## config.mk

```make
export PLATFORM = sky130hd
export DESIGN_NAME = uart_tx_fifo
export DESIGN_NICKNAME = d
export VERILOG_FILES = /design/src/rtl/uart_tx_fifo.sv
export SDC_FILE = /design/constraint.sdc
export NUM_CORES = 1
export LEC_CHECK = 0
export CAP_MARGIN = 20
export CORE_MARGIN = 8
export CORE_UTILIZATION = 40
export CTS_BUF_LIST = sky130_fd_sc_hd__clkbuf_2
export CTS_CLUSTER_SIZE = 20
export DETAILED_ROUTE_END_ITERATION = 16
export MAX_ROUTING_LAYER = met4
export PLACE_DENSITY = 0.66
export SLEW_MARGIN = 20
export SYNTH_ARGS = -nofsm -noshare
export SYNTH_HDL_FRONTEND = slang
export SYNTH_SLANG_ARGS = --single-unit
```

## constraint.sdc

```tcl
create_clock -name tx_clk -period 3 [get_ports tx_clk]
set_clock_uncertainty 0.2 [all_clocks]
set_input_delay 0.6 -clock tx_clk [delete_from_list [all_inputs] [get_ports tx_clk]]
set_output_delay 0.6 -clock tx_clk [all_outputs]
set_load 0.1 [all_outputs]
```

## src/rtl/uart_tx_fifo.sv

```systemverilog
`default_nettype none
// ============================================================================
// Module   : uart_tx_fifo
// Purpose  : FIFO-buffered 8N1/8P1/8x2 asynchronous serial transmitter
// Revision : 1.0 - initial release
// ============================================================================
module uart_tx_fifo #(
   parameter int CLKS_PER_BIT = 4,
   parameter int FIFO_DEPTH   = 8,
   parameter int PARITY       = 0,
   parameter int STOP_BITS    = 1
) (
   input  logic                        tx_clk,
   input  logic                        reset,
   input  logic                        tx_valid,
   input  logic [7:0]                  tx_data,
   output logic                        tx_ready,
   output logic                        tx_done,
   output logic                        tx_busy,
   output logic [$clog2(FIFO_DEPTH):0] fifo_count,
   output logic                        tx
);

   localparam int c_AW        = $clog2(FIFO_DEPTH);
   localparam int c_CNTW      = c_AW + 1;
   localparam int c_STOP_CLKS = STOP_BITS * CLKS_PER_BIT;
   localparam int c_CW        = (c_STOP_CLKS > 1) ? $clog2(c_STOP_CLKS) : 1;

   localparam logic [c_CW-1:0]   c_BIT_LAST  = c_CW'(CLKS_PER_BIT - 1);
   localparam logic [c_CW-1:0]   c_STOP_LAST = c_CW'(c_STOP_CLKS - 1);
   localparam logic [c_CNTW-1:0] c_FULL      = c_CNTW'(FIFO_DEPTH);

   typedef enum logic [2:0] {
      S_IDLE   = 3'd0,
      S_START  = 3'd1,
      S_DATA   = 3'd2,
      S_PARITY = 3'd3,
      S_STOP   = 3'd4
   } state_t;

   state_t            r_state, w_state_nxt;
   logic [c_CW-1:0]   r_cnt, w_cnt_nxt;
   logic [2:0]        r_bit, w_bit_nxt;
   logic [7:0]        r_shift, w_shift_nxt;
   logic              r_par, w_par_nxt;
   logic              r_tx, w_tx_nxt;

   logic [7:0]        r_mem [FIFO_DEPTH];
   logic [c_AW-1:0]   r_wptr, r_rptr;
   logic [c_CNTW-1:0] r_count;

   logic              w_push, w_pop, w_cnt_last;
   logic [7:0]        w_head;

   assign tx_ready   = (r_count != c_FULL);
   assign w_push     = tx_valid && tx_ready;
   assign w_head     = r_mem[r_rptr];
   // The stop period spans STOP_BITS bit times, so it has its own terminal count.
   assign w_cnt_last = (r_state == S_STOP) ? (r_cnt == c_STOP_LAST) : (r_cnt == c_BIT_LAST);

   always_ff @(posedge tx_clk) begin
      if (w_push) begin
         r_mem[r_wptr] <= tx_data;
      end
   end

   always_ff @(posedge tx_clk) begin
      if (reset) begin
         r_wptr  <= '0;
         r_rptr  <= '0;
         r_count <= '0;
      end else begin
         if (w_push) r_wptr <= r_wptr + 1'b1;
         if (w_pop)  r_rptr <= r_rptr + 1'b1;
         case ({w_push, w_pop})
            2'b10:   r_count <= r_count + 1'b1;
            2'b01:   r_count <= r_count - 1'b1;
            default: r_count <= r_count;
         endcase
      end
   end

   always_comb begin
      w_state_nxt = r_state;
      w_cnt_nxt   = r_cnt + 1'b1;
      w_bit_nxt   = r_bit;
      w_shift_nxt = r_shift;
      w_par_nxt   = r_par;
      w_pop       = 1'b0;
      w_tx_nxt    = 1'b1;

      case (r_state)
         S_IDLE: begin
            w_cnt_nxt = '0;
            if (r_count != '0) begin
               w_pop       = 1'b1;
               w_state_nxt = S_START;
            end
         end
         S_START: begin
            if (w_cnt_last) begin
               w_cnt_nxt   = '0;
               w_bit_nxt   = '0;
               w_state_nxt = S_DATA;
            end
         end
         S_DATA: begin
            if (w_cnt_last) begin
               w_cnt_nxt   = '0;
               w_shift_nxt = {1'b0, r_shift[7:1]};
               w_bit_nxt   = r_bit + 1'b1;
               if (r_bit == 3'd7) begin
                  w_state_nxt = (PARITY != 0) ? S_PARITY : S_STOP;
               end
            end
         end
         S_PARITY: begin
            if (w_cnt_last) begin
               w_cnt_nxt   = '0;
               w_state_nxt = S_STOP;
            end
         end
         S_STOP: begin
            if (w_cnt_last) begin
               w_cnt_nxt = '0;
               // Chain straight into the next frame to avoid an idle gap.
               if (r_count != '0) begin
                  w_pop       = 1'b1;
                  w_state_nxt = S_START;
               end else begin
                  w_state_nxt = S_IDLE;
               end
            end
         end
         default: begin
            w_cnt_nxt   = '0;
            w_state_nxt = S_IDLE;
         end
      endcase

      if (w_pop) begin
         w_shift_nxt = w_head;
         w_par_nxt   = ^w_head;
      end

      case (w_state_nxt)
         S_START:  w_tx_nxt = 1'b0;
         S_DATA:   w_tx_nxt = w_shift_nxt[0];
         S_PARITY: w_tx_nxt = (PARITY == 1) ? ~w_par_nxt : w_par_nxt;
         default:  w_tx_nxt = 1'b1;
      endcase
   end

   always_ff @(posedge tx_clk) begin
      if (reset) begin
         r_state <= S_IDLE;
         r_cnt   <= '0;
         r_bit   <= '0;
         r_shift <= '0;
         r_par   <= 1'b0;
         r_tx    <= 1'b1;
      end else begin
         r_state <= w_state_nxt;
         r_cnt   <= w_cnt_nxt;
         r_bit   <= w_bit_nxt;
         r_shift <= w_shift_nxt;
         r_par   <= w_par_nxt;
         r_tx    <= w_tx_nxt;
      end
   end

   assign tx         = r_tx;
   assign tx_busy    = (r_state != S_IDLE);
   assign tx_done    = (r_state == S_STOP) && w_cnt_last;
   assign fifo_count = r_count;

endmodule
`default_nettype wire

```

# Yosys cells after proc, flatten, opt, wreduce, memory -nomap -nowiden
# Memories as Yosys holds them, arrays and structs flattened. A register that Yosys moved wholly into a read port is not among the register bits.
# Index checks and enable logic that the tools add are counted.
# op_classes
addsub,6
n_eq_ne,14
n_mux,24
bitwise,1
reduce_logical,14
# op_table
cell,count
3-bit two-way mux,10
8-bit two-way mux,3
3-bit case mux with 5 select lines,1
"3-bit by 2-bit equality test with 1-bit output, second input constant",4
"3-bit by 1-bit adder with 3-bit output, second input constant",3
4-bit case mux with 2 select lines,1
2-bit nonzero test,4
8-bit parity,1
"3-bit by 1-bit equality test with 1-bit output, second input constant",2
"3-bit equality test, second input constant",2
1-bit two-way mux,6
3-bit case mux with 2 select lines,1
"4-bit by 1-bit adder with 4-bit output, second input constant",1
"2-bit equality test, second input constant",2
"2-bit inequality test, second input constant",2
"4-bit inequality test, second input constant",1
4-bit nonzero test,1
4-bit OR reduction,1
"4-bit by 1-bit subtractor with 4-bit output, second input constant",1
3-bit logical NOT,1
1-bit case mux with 3 select lines,1
3-bit AND reduction,1
3-bit nonzero test,1
3-bit OR reduction,1
other kinds (6),7
# word_totals
regBits,28
ramBits,64
inputBits,11
elab_cells,70
mem_count,1
# mem_list
memory,depth,width,read_ports,rd_ports_with_merged_regs,write_ports,line_no,rtl
r_mem,8,8,1,1,1,48,logic [7:0] r_mem [FIFO_DEPTH];

# Logic depth before layout (Yosys ltp)
# Gate-level depths: netlist (run 1).
# depth
word_depth,6
mapped_depth,12
depth_no_buf,11

# Worst setup path before layout (run 1)
# Ideal clock, no wire load.
# synth_timing
path_type,flip-flop to flip-flop
from,"reg r_count[3], in the netlist fifo_count[3]"
to,"reg r_count[3], in the netlist fifo_count[3]"
setup_ns,0.071
arrival_time_ns,3.641
path_slack_ns,-0.912
stages_incl_launch_ff,10
n_path_buf,0
synth_period_minus_slack_ns,3.912
cell_sequence,dfxtp_1 > nand2_1 > nand2_1 > ha_1 > ha_1 > a21o_1 > a21oi_1 > xnor2_1 > or3_1 > a21oi_1
# synth_via
word_cells_on_any_way,12
cone_classes,add/sub: 2; eq/ne: 3; mux: 4; reduce/logical: 3
# synth_rtl
element,line_no,rtl
start: declaration,50,logic [c_CNTW-1:0] r_count;
start signal: assignment,76,2'b10: r_count <= r_count + 1'b1;
start signal: assignment,77,2'b01: r_count <= r_count - 1'b1;
start signal: assignment,78,default: r_count <= r_count;
4-bit inequality test *,55,assign tx_ready = (r_count != c_FULL);
named net tx_ready,17,"output logic tx_ready,"
1-bit logical AND *,56,assign w_push = tx_valid && tx_ready;
2-bit by 1-bit equality test with 1-bit output or 2-bit equality test (tied branches),75,"case ({w_push, w_pop})"
4-bit case mux with 2 select lines or 2-bit nonzero test (tied branches),--,
# The timed path passes the listed nets; every way through them passes the cells marked *.
# A chain may end at the register's enable or synchronous reset.

# Worst setup path after layout (run 1)
# layout_timing
from,reg r_state[2]
to,"reg r_count[3], in the netlist fifo_count[3]"
# layout_via
elab_chain_cells,4
word_cells_on_any_way,7
cone_classes,eq/ne: 3; mux: 2; reduce/logical: 2
# layout_lines
element,line_no,rtl
start: declaration,41,"state_t r_state, w_state_nxt;"
start signal: assignment,163,r_state <= w_state_nxt;
3-bit equality test or 3-bit logical NOT (tied branches),"59, 92",
1-bit case mux with 2 select lines *,92,case (r_state)
2-bit by 1-bit equality test with 1-bit output or 2-bit equality test (tied branches),75,
4-bit case mux with 2 select lines or 2-bit nonzero test (tied branches),--,
# Mark *: on every way between the ends. The rest lies on a longest branch, timed or not.

==> reports/metrics.yaml, run 1 <==
cells_and_area:
  final_layout_size_suffix_gt1_frac: 0.2233
  area_delta_synth_final_pct: 13.19
  final_util: 0.4645
  multi_input_area_um2: 1364
  finalNetCount: 324
  fin_area_um2: 4541
  final_cell_count_no_fill: 442
  n_antenna_cell: 0
  fillers: 876
  seq_area_um2: 2557
outcome:
  status: "finished clean"
floorplan:
  rows: 36
  fp.dieArea_um2: 13490
  io_pins: 19
  die_w_um: 116.1
  start_util: 0.4104
  core_area_um2: 9774
  chipHeight_um: 116.1
global_routing:
  grt_pass1_wl_um: 11630
  grt_start_max_net_pins: 21
  overflow: 0
  antenna_found_initial: 0
  grt_pass1_vias: 2214
  track_usage: 0.1182
clocking:
  cts_resized: 0
  cts_tree: "yes"
  ctsHoldBuffers: 0
  cts_made_buffers: 9
  post_cts_buffers: 0
  cts_root_buf: "clkbuf_2"
  cts_buffer_depth: 2
  clock_latency_ns: 0.59
  clkSinkCount: 95
  htreeDepth: 3
  path_clk_slew_ns: 0.29
logic_synthesis:
  synth-edff-count: 64
  synth_flop_cell: "edfxtp_1"
  yosysUniqueCellTypes: 46
  ys_seq_elements: 95
  async_flop_share: 0
  yosysMostFrequentCell: "edfxtp_1"
  ys_seq_area_frac: 0.6338
  synth.largest_area_cell: "edfxtp_1"
  ys_warn_count: 0
  yosys-top-cells-count: "edfxtp_1 (64), dfxtp_1 (31), nor2_1 (31)"
  syn-instance-count: 271
  synth_top_area_frac: 0.4791
  syn-cell-area_um2: 4011
  synth_nets: 291
  postSynthAreaPerCell_um2: 14.80
  synth_area_leaders: "edfxtp_1 (48%), dfxtp_1 (15%), mux4_1 (5.2%)"
setup_path:
  start_kind: "register"
  critical-path-max-stage-delay_ns: 0.45
  worstPathRequired_ns: 3.34
  cp_max_fo: 9
  crit_chain: "nor2b_1, or4_1, inv_2, ha_1, ha_1, a21o_1, a21oi_1, xnor2_1, or3_1, a21oi_1"
  end_kind: "register"
  critPathSlowestCell: "dfxtp_1"
  critical_path_class: "reg2reg"
  arrival_ns: 3.10
drt:
  drt-wirelength-per-cell_um: 15.88
  dr.first_iter.drc_count: 98
  dr.pass1.iters: 4
  drc: 0
  routed_wl_um: 7017
  postRouteAntennaNets: 0
  num_vias: 2245
  vias_per_cell: 5.079
power:
  power_mw: 3.889
  vdd_ir_drop_max_uv: 407.6
  p_leak_nw: 1.591
  powerDensity_nw_per_um2: 856.5
place:
  dp_hpwl_um: 4700
  place_ws_ns: 0.1136
  gp_congestion: 0.7641
  dpl-instance-area_um2: 4414
  numPortBuffers: 18
  dp.cells: 426
timing:
  maxSlewHeadroom: 0.6804
  finalSetupTns_ns: 0
  worst_pin_slew_ns: 0.4788
  rsz0062_at_grt: "false"
  finalMaxSlewViolations: 0
  worst_hold_slack_ns: 0.2401
  setup_ws_ns: 0.2384
  period_needed_ns: 2.762
  fmax_mhz: 362.1
  setup_viol: 0
  fin_crit_sh: 0.9205
  hold_violations: 0
worst_hold_path:
  hold_path_class: "reg2reg"
run:
  maxCapViolations: 0
==> final timing paths <==
check / from / end / slack [ns] / depth (start not counted)
hold reg to reg: r_cnt[0] / r_cnt[0] / 0.24 / 1
setup reg to reg: r_state[2] / fifo_count[3] / 0.24 / 10
hold / removal: r_cnt[0] / r_cnt[0] / 0.24 / 1
setup / recovery: r_state[2] / fifo_count[3] / 0.24 / 10
==> critical path, delay by kind of cell (launching register included) <==
kind / cells / cell delay [ns]
AND/OR/NAND/NOR: 3 / 0.94
AO/OA/AOI/OAI: 3 / 0.47
flip-flops: 1 / 0.45
adder cells (fa/ha/maj): 2 / 0.45
buffers and inverters: 1 / 0.14
XOR/XNOR: 1 / 0.09
==> cell usage in the layout (no fill, tap or decap), drive strengths merged, types with 10 or more instances in the layout <==
master and instances:
clkdlybuf4s50 10, edfxtp 64, nor2 31, mux4 16
dfxtp 31, a21oi 10, nand3 11, nand2 16
buf 26
==> where the power goes <==
group | internal, mW | switching (mW) | leakage, nW
logic | 0.643 | 0.916 | 0.677
registers | 1.59 | 0.112 | 0.838
clock network | 0.145 | 0.481 | 0.0764
==> cell families (layout without fill, tap and decap cells) <==
family,count (synthesis),after routing,synth area share
compound gates,28,28,0.04866
mux,26,26,0.1257
xor+xnor,13,13,0.03837
flops,95,95,0.6338
simple gates,81,81,0.09545
buf+inv,19,57,0.02807
fa+ha+maj,9,9,0.02995
==> flip-flops by register name, indices dropped and copies added (netlist names), named ones only <==
register	count
tx	1
r_rptr	3
r_bit	3
r_wptr	3
r_cnt	2
r_mem	64
fifo_count	4
r_shift	8
r_state	3
r_par	1
==> final cells by class <==
class / count / share of cell area
timing repair buffer: 36 / 0.06779
multi-input combinational: 157 / 0.3004
tap: 133 / 0.03665
sequential: 95 / 0.5632
inverter: 5 / 0.004133
clock buffer: 9 / 0.009920
clock inverter: 7 / 0.01791
==> per-layer routing <==
layer	vias up	global-route usage	part of all wire	wire (um)
li1	1100	-	-	-
met1	1105	0.1453	0.48	3339
met2	33	0.1842	0.48	3343
met3	7	0.02792	0.038	267
met4	0	0.04927	0.0095	67
met5	-	-	0	0
Note: power is estimated with default switching activity, not from simulation.
==> run 2: changes to the inputs <==
--- a/config.mk
+++ b/config.mk
@@ -12,7 +12,7 @@
 export CTS_CLUSTER_SIZE = 20
 export DETAILED_ROUTE_END_ITERATION = 16
 export MAX_ROUTING_LAYER = met4
-export PLACE_DENSITY = 0.66
+export PLACE_DENSITY = 0.64
 export SLEW_MARGIN = 20
 export SYNTH_ARGS = -nofsm -noshare
 export SYNTH_HDL_FRONTEND = slang
==> constraint.sdc (replaced) <==
create_clock -name tx_clk -period 2.63 [get_ports tx_clk]
set_clock_uncertainty 0.2 [all_clocks]
set_input_delay 0.6575 -clock tx_clk [delete_from_list [all_inputs] [get_ports tx_clk]]
set_output_delay 0.6575 -clock tx_clk [all_outputs]
set_load 0.1 [all_outputs]
==> run 2 against run 1 <==
Effect of this change: die area stayed put; sequential share of layout area is 2.1 points lower; setup slack worse by 0.17 ns; sequential cell count stayed put; critical path type unchanged; clock power is 15% higher; core utilization is 1.8 points higher; highest routed layer unchanged; cell area is 3.9% higher; hold slack better by 0.013 ns; via count is 0.71% higher; routed wire length is 6.4% higher; maximum frequency is 7.8% higher; clock-buffer cell count stayed put.
==> reports/metrics.yaml, run 2 (same netlist as run 1, synthesis figures left out) <==
global_routing:
  track_usage: 0.1233  # +0.005069
  grt_pass1_vias: 2296  # +3.7%
  grt_pass1_wl_um: 12100  # +4.0%
  overflow: 0  # unchanged
  antenna_found_initial: 0  # unchanged
  grt_start_max_net_pins: 21  # unchanged
timing:
  finalMaxSlewViolations: 0  # unchanged
  setup_viol: 0  # unchanged
  fin_crit_sh: 0.9741  # +0.05353
  period_needed_ns: 2.562  # -0.1998 ns
  worst_pin_slew_ns: 0.4912  # +0.01242 ns
  hold_violations: 0  # unchanged
  rsz0062_at_grt: "true"
  fmax_mhz: 390.4  # +7.8%
  maxSlewHeadroom: 0.6721  # -0.008291
  setup_ws_ns: 0.06823  # -0.1702 ns
place:
  dpl-instance-area_um2: 4546  # +3.0%
  numPortBuffers: 18  # unchanged
  place_ws_ns: -0.1275  # -0.2411 ns
  dp_hpwl_um: 4832  # +2.8%
  gp_congestion: 0.7313  # -4.3%
setup_path:
  start_kind: "register"
  cp_max_fo: 5  # -4
  r2r-start: "fifo_count[2]"
  end_kind: "register"
  arrival_ns: 2.88  # -0.22 ns
  critical_path_class: "reg2reg"
  worstPathRequired_ns: 2.95  # -0.39 ns
  r2r_slack_ns: 0.07  # -0.17 ns
  startpoint: "fifo_count[2]"
  rr_endpoint: "fifo_count[3]"
  ff2ff_path_depth: 10  # unchanged
drt:
  met2_length_um: 3863  # +16%
  wl_met3_um: 244  # -8.6%
  dr.first_iter.drc_count: 148  # +51%
  vias_per_cell: 5.036  # -0.86%
  postRouteAntennaNets: 0  # unchanged
  drt-met1-wl_um: 3290  # -1.5%
  routed.top_layer: "met4"
  dr.pass1.iters: 5  # +1
  num_vias: 2261  # +0.71%
  routed_wl_um: 7469  # +6.4%
  drc: 0  # unchanged
  drt-wirelength-per-cell_um: 16.63  # +4.8%
worst_hold_path:
  hold_end: "r_cnt[0]"
  min_path_cells: 1  # unchanged
  hold_path_class: "reg2reg"
  min-delay-start: "r_cnt[0]"
power:
  power_mw: 4.673  # +20%
  powerDensity_nw_per_um2: 990.7  # +16%
  p_leak_nw: 1.649  # +3.6%
  vdd_ir_drop_max_uv: 410.8  # +0.79%
cells_and_area:
  fin_area_um2: 4717  # +3.9%
  finalNetCount: 331  # +2.2%
  final_cell_mix: "edfxtp_1 (64), nor2_1 (30), buf_4 (28)"
  multi_input_area_um2: 1436  # +5.3%
  seq_area_um2: 2560  # about the same
  n_antenna_cell: 0  # unchanged
  regMostFlops: "r_mem"
  fillers: 881  # +0.57%
  area_delta_synth_final_pct: 17.59
  final_layout_size_suffix_gt1_frac: 0.2785  # +0.05518
  final_common_cell: "edfxtp_1"
  largest_register_ffs: 64  # unchanged
clocking:
  cts_buffer_depth: 2  # unchanged
  cts_tree: "yes"
  htreeDepth: 3  # unchanged
  clock_latency_ns: 0.56  # -0.03 ns
  ctsHoldBuffers: 0  # unchanged
  clkSinkCount: 95  # unchanged
  path_clk_slew_ns: 0.29  # about the same
  cts_root_buf: "clkbuf_2"
  post_cts_buffers: 0  # unchanged
  cts_made_buffers: 9  # unchanged
floorplan:
  fp.dieArea_um2: 13490  # unchanged
  chipHeight_um: 116.1  # unchanged
  die_w_um: 116.1  # unchanged
  core_area_um2: 9774  # unchanged
  rows: 36  # unchanged
  io_pins: 19  # unchanged
  start_util: 0.4104  # unchanged
run:
  maxCapViolations: 0  # unchanged
outcome:
  status: "finished clean"
## run 2: cell count changes in the layout (fill, tap and decap cells not counted), sizes merged
cell and change:
buf +7, clkinv +1, inv -1
## run 2: power breakdown
part           total [mW]  switching [mW]  internal, mW  leakage [nW]
logic                1.99            1.10         0.893         0.734
registers            1.96           0.142          1.82         0.839
clock network       0.718           0.554         0.164        0.0760
## run 2: critical path, cell delays in order (launching register included)
cell     delay [ns]
dfxtp_4        0.47
nor4_4         0.06
or4_4          0.56
inv_8          0.08
ha_4           0.13
ha_1           0.22
a21o_1         0.16
a21oi_2        0.13
xnor2_1        0.08
or3_1          0.33
a21oi_2        0.12
## run 2: per-stage QoR
| stage | util | setup TNS (ns) | cells | hold slack (ns) |
|---|---|---|---|---|
| 2_1_floorplan | - | -0.1220 | 271 | 0.1991 |
| 3_3_place_gp | 0.4651 | -0.08230 | 433 | 0.2068 |
| 3_5_place_dp | 0.4651 | -0.1275 | 433 | 0.2179 |
| 4_1_cts | 0.4794 | 0 | 449 | 0.2465 |
| 5_1_grt | 0.4826 | -0.1862 | 449 | 0.2729 |
| 6_report | 0.4826 | 0 | 449 | 0.2531 |
## run 2: final cells by class
cell class	count	area share
sequential	95	0.5427
timing repair buffer	43	0.08515
clock inverter	7	0.01724
tap	133	0.03528
clock buffer	9	0.009549
inverter	5	0.005570
multi-input combinational	157	0.3045
## run 2: repair_timing
item	in CTS	in global routing
pin swaps	0	0
endpoints found under the setup margin	3	5
gates resized for setup	3	8
## run 2: worst max path at each step
stage                          endpoint  slack, ns
after floorplan           fifo_count[3]      -0.12
after global placement    fifo_count[3]      -0.08
after detailed placement  fifo_count[3]      -0.13
after CTS                      tx_ready       0.02
after global routing      fifo_count[3]      -0.07
final                     fifo_count[3]       0.07
## run 2: layer usage
metal  global-route usage  up-vias
li1                     -     1107
met1               0.1421     1118
met2               0.2062       30
met3              0.03723        6
met4              0.03111        0
met5                    -        -
==> run 3: changes to the inputs <==
--- a/config.mk
+++ b/config.mk
@@ -5,7 +5,7 @@
 export SDC_FILE = /design/constraint.sdc
 export NUM_CORES = 1
 export LEC_CHECK = 0
-export CAP_MARGIN = 20
+export CORE_ASPECT_RATIO = 1.25
 export CORE_MARGIN = 8
 export CORE_UTILIZATION = 40
 export CTS_BUF_LIST = sky130_fd_sc_hd__clkbuf_2
==> run 3 against run 2 <==
Effect of this change: sequential power about the same; critical path depth increased by 1; final cell count decreased by 0.67%; clock power decreased by 16%; setup slack improved by 0.051 ns; largest power group unchanged.
==> reports/metrics.yaml, run 3 (same netlist as run 1, synthesis figures left out) <==
drt:
  dr.first_iter.drc_count: 82  # -45%
  postRouteAntennaNets: 0  # unchanged
  drc: 0  # unchanged
  dr.pass1.iters: 4  # -1
  routed_wl_um: 7127  # -4.6%
  num_vias: 2263  # +0.088%
  vias_per_cell: 5.074  # +0.76%
  drt-wirelength-per-cell_um: 15.98  # -3.9%
setup_path:
  worstPathRequired_ns: 2.90  # -0.05 ns
  crit_chain: "ha_4, nor2b_2, or4_4, inv_8, ha_4, ha_4, a21o_1, a21oi_2, xnor2_1, or3_1, a21oi_1"
  worst_path_dominant_cell_family: "simple AND/OR/NAND/NOR gates"
  critical-path-max-stage-delay_ns: 0.46  # -0.10 ns
  critical_path_class: "reg2reg"
  ff2ff_path_depth: 11  # +1
  crit_cells: 11  # +1
  critical_path_buf_inv_count: 1  # unchanged
  crit_top_cell: "ha_4"
  arrival_ns: 2.78  # -0.10 ns
  cp_max_fo: 3  # -2
  critPathSlowestCell: "or4_4"
  end_kind: "register"
  start_kind: "register"
worst_hold_path:
  min_path_cells: 1  # unchanged
  hold_path_class: "reg2reg"
floorplan:
  chipHeight_um: 128.0  # +10%
  rows: 41  # +14%
  die_w_um: 105.6  # -9.1%
  io_pins: 19  # unchanged
  core_area_um2: 9952  # +1.8%
  start_util: 0.4031  # -0.007327
  fp.dieArea_um2: 13510  # +0.15%
cells_and_area:
  final_layout_size_suffix_gt1_frac: 0.2902  # +0.01174
  multi_input_area_um2: 1448  # +0.78%
  finalNetCount: 332  # +0.30%
  largest_register_ffs: 64  # unchanged
  final_common_cell: "edfxtp_1"
  final_cell_mix: "edfxtp_1 (64), nor2_1 (30), buf_4 (28)"
  seq_area_um2: 2562  # about the same
  regMostFlops: "r_mem"
  n_antenna_cell: 0  # unchanged
  fillers: 899  # +2.0%
  area_delta_synth_final_pct: 17.16
power:
  p_leak_nw: 1.631  # -1.1%
  power_mw: 4.579  # -2.0%
  vdd_ir_drop_max_uv: 442.7  # +7.8%
  powerDensity_nw_per_um2: 974.3  # -1.6%
timing:
  period_needed_ns: 2.511  # -0.05119 ns
  fin_crit_sh: 0.9546  # -0.01946
  worst_hold_slack_ns: 0.2526  # -0.0004400 ns
  fmax_mhz: 398.3  # +2.0%
  maxSlewHeadroom: 0.6014  # -0.07074
  rsz0062_at_grt: "false"
  worst_pin_slew_ns: 0.5961  # +0.1049 ns
  setup_viol: 0  # unchanged
  finalMaxSlewViolations: 0  # unchanged
  hold_violations: 0  # unchanged
  finalSetupTns_ns: 0  # unchanged
global_routing:
  grt_start_max_net_pins: 19  # -9.5%
  grt_pass1_wl_um: 11760  # -2.9%
  use_met2: 0.1996  # -0.006537
  overflow: 0  # unchanged
  antenna_found_initial: 0  # unchanged
  globalRouteMet3Util: 0.03471  # -0.002520
  track_usage: 0.1165  # -0.006753
  grt_pass1_vias: 2374  # +3.4%
  grt_use_met1: 0.1216  # -0.02049
  top_usage_layer: "met2"
clocking:
  cts_made_buffers: 9  # unchanged
  path_clk_slew_ns: 0.23  # -0.06 ns
  clock_latency_ns: 0.52  # -0.04 ns
  htreeDepth: 3  # unchanged
  post_cts_buffers: 0  # unchanged
  clkSinkCount: 95  # unchanged
  cts_tree: "yes"
  cts_buffer_depth: 2  # unchanged
  cts_root_buf: "clkbuf_2"
run:
  maxCapViolations: 0  # unchanged
place:
  gp_congestion: 0.6981  # -4.5%
  numPortBuffers: 18  # unchanged
  dp_hpwl_um: 4750  # -1.7%
outcome:
  status: "finished clean"
[run 3: cell types whose count changed in the layout (fill, tap and decap cells not counted), moves of 2 or more]
cell        delta
clkinv_8       -2
clkbuf_2       +2
dfxtp_1        -2
dfxtp_2        +2
clkinv_4       -2
clkinvlp_4     +2
inv_8          -2
[run 3: area by class of cell]
| type | instances | share of cell area |
|---|---|---|
| inverters | 5 | 0.005591 |
| clock buffers | 11 | 0.01171 |
| clock inverters | 5 | 0.007188 |
| multi-input cells | 157 | 0.3080 |
| repair buffers | 44 | 0.08786 |
| flip-flops and latches | 95 | 0.5453 |
| well taps | 129 | 0.03435 |
[run 3: power by group]
part	switching (mW)	internal, mW
combinational	1.12	0.908
sequential	0.133	1.82
clock	0.469	0.133
[run 3: worst reg2reg max path, cell delays in order, from the launching register on]
cell	delay, ns
dfxtp_2	0.41
ha_4	0.14
nor2b_2	0.05
or4_4	0.46
inv_8	0.08
ha_4	0.14
ha_4	0.19
a21o_1	0.16
a21oi_2	0.13
xnor2_1	0.09
or3_1	0.30
a21oi_1	0.12
[run 3: path summary, 6_finish.rpt]
kind / startpoint / endpoint / slack (ns)
max: r_cnt[0] / fifo_count[3] / 0.12
min: r_cnt[0] / r_cnt[0] / 0.25
max reg2reg: r_cnt[0] / fifo_count[3] / 0.12
min reg2reg: r_cnt[0] / r_cnt[0] / 0.25
[run 3: metrics by stage]
step | setup slack, ns | std cells | util | area [um^2]
after floorplan | -0.1220 | 271 | - | 4085
after global placement | -0.08539 | 430 | 0.4576 | 4554
after detailed placement | -0.1348 | 430 | 0.4576 | 4554
after CTS | 0.01396 | 446 | 0.4674 | 4652
after global routing | 0.005268 | 446 | 0.4722 | 4700
final | 0.1194 | 446 | 0.4722 | 4700
[run 3: repair_timing]
action / 4_1_cts / 5_1_grt
gates resized for setup: 2 / 12
setup endpoints to repair: 2 / 5
hold buffers: 0 / 0
[run 3: metal layers]
| layer | up-vias | routed length [um] |
|---|---|---|
| li1 | 1105 | - |
| met1 | 1118 | 2986 |
| met2 | 28 | 3784 |
| met3 | 12 | 198 |
| met4 | 0 | 159 |
| met5 | - | 0 |
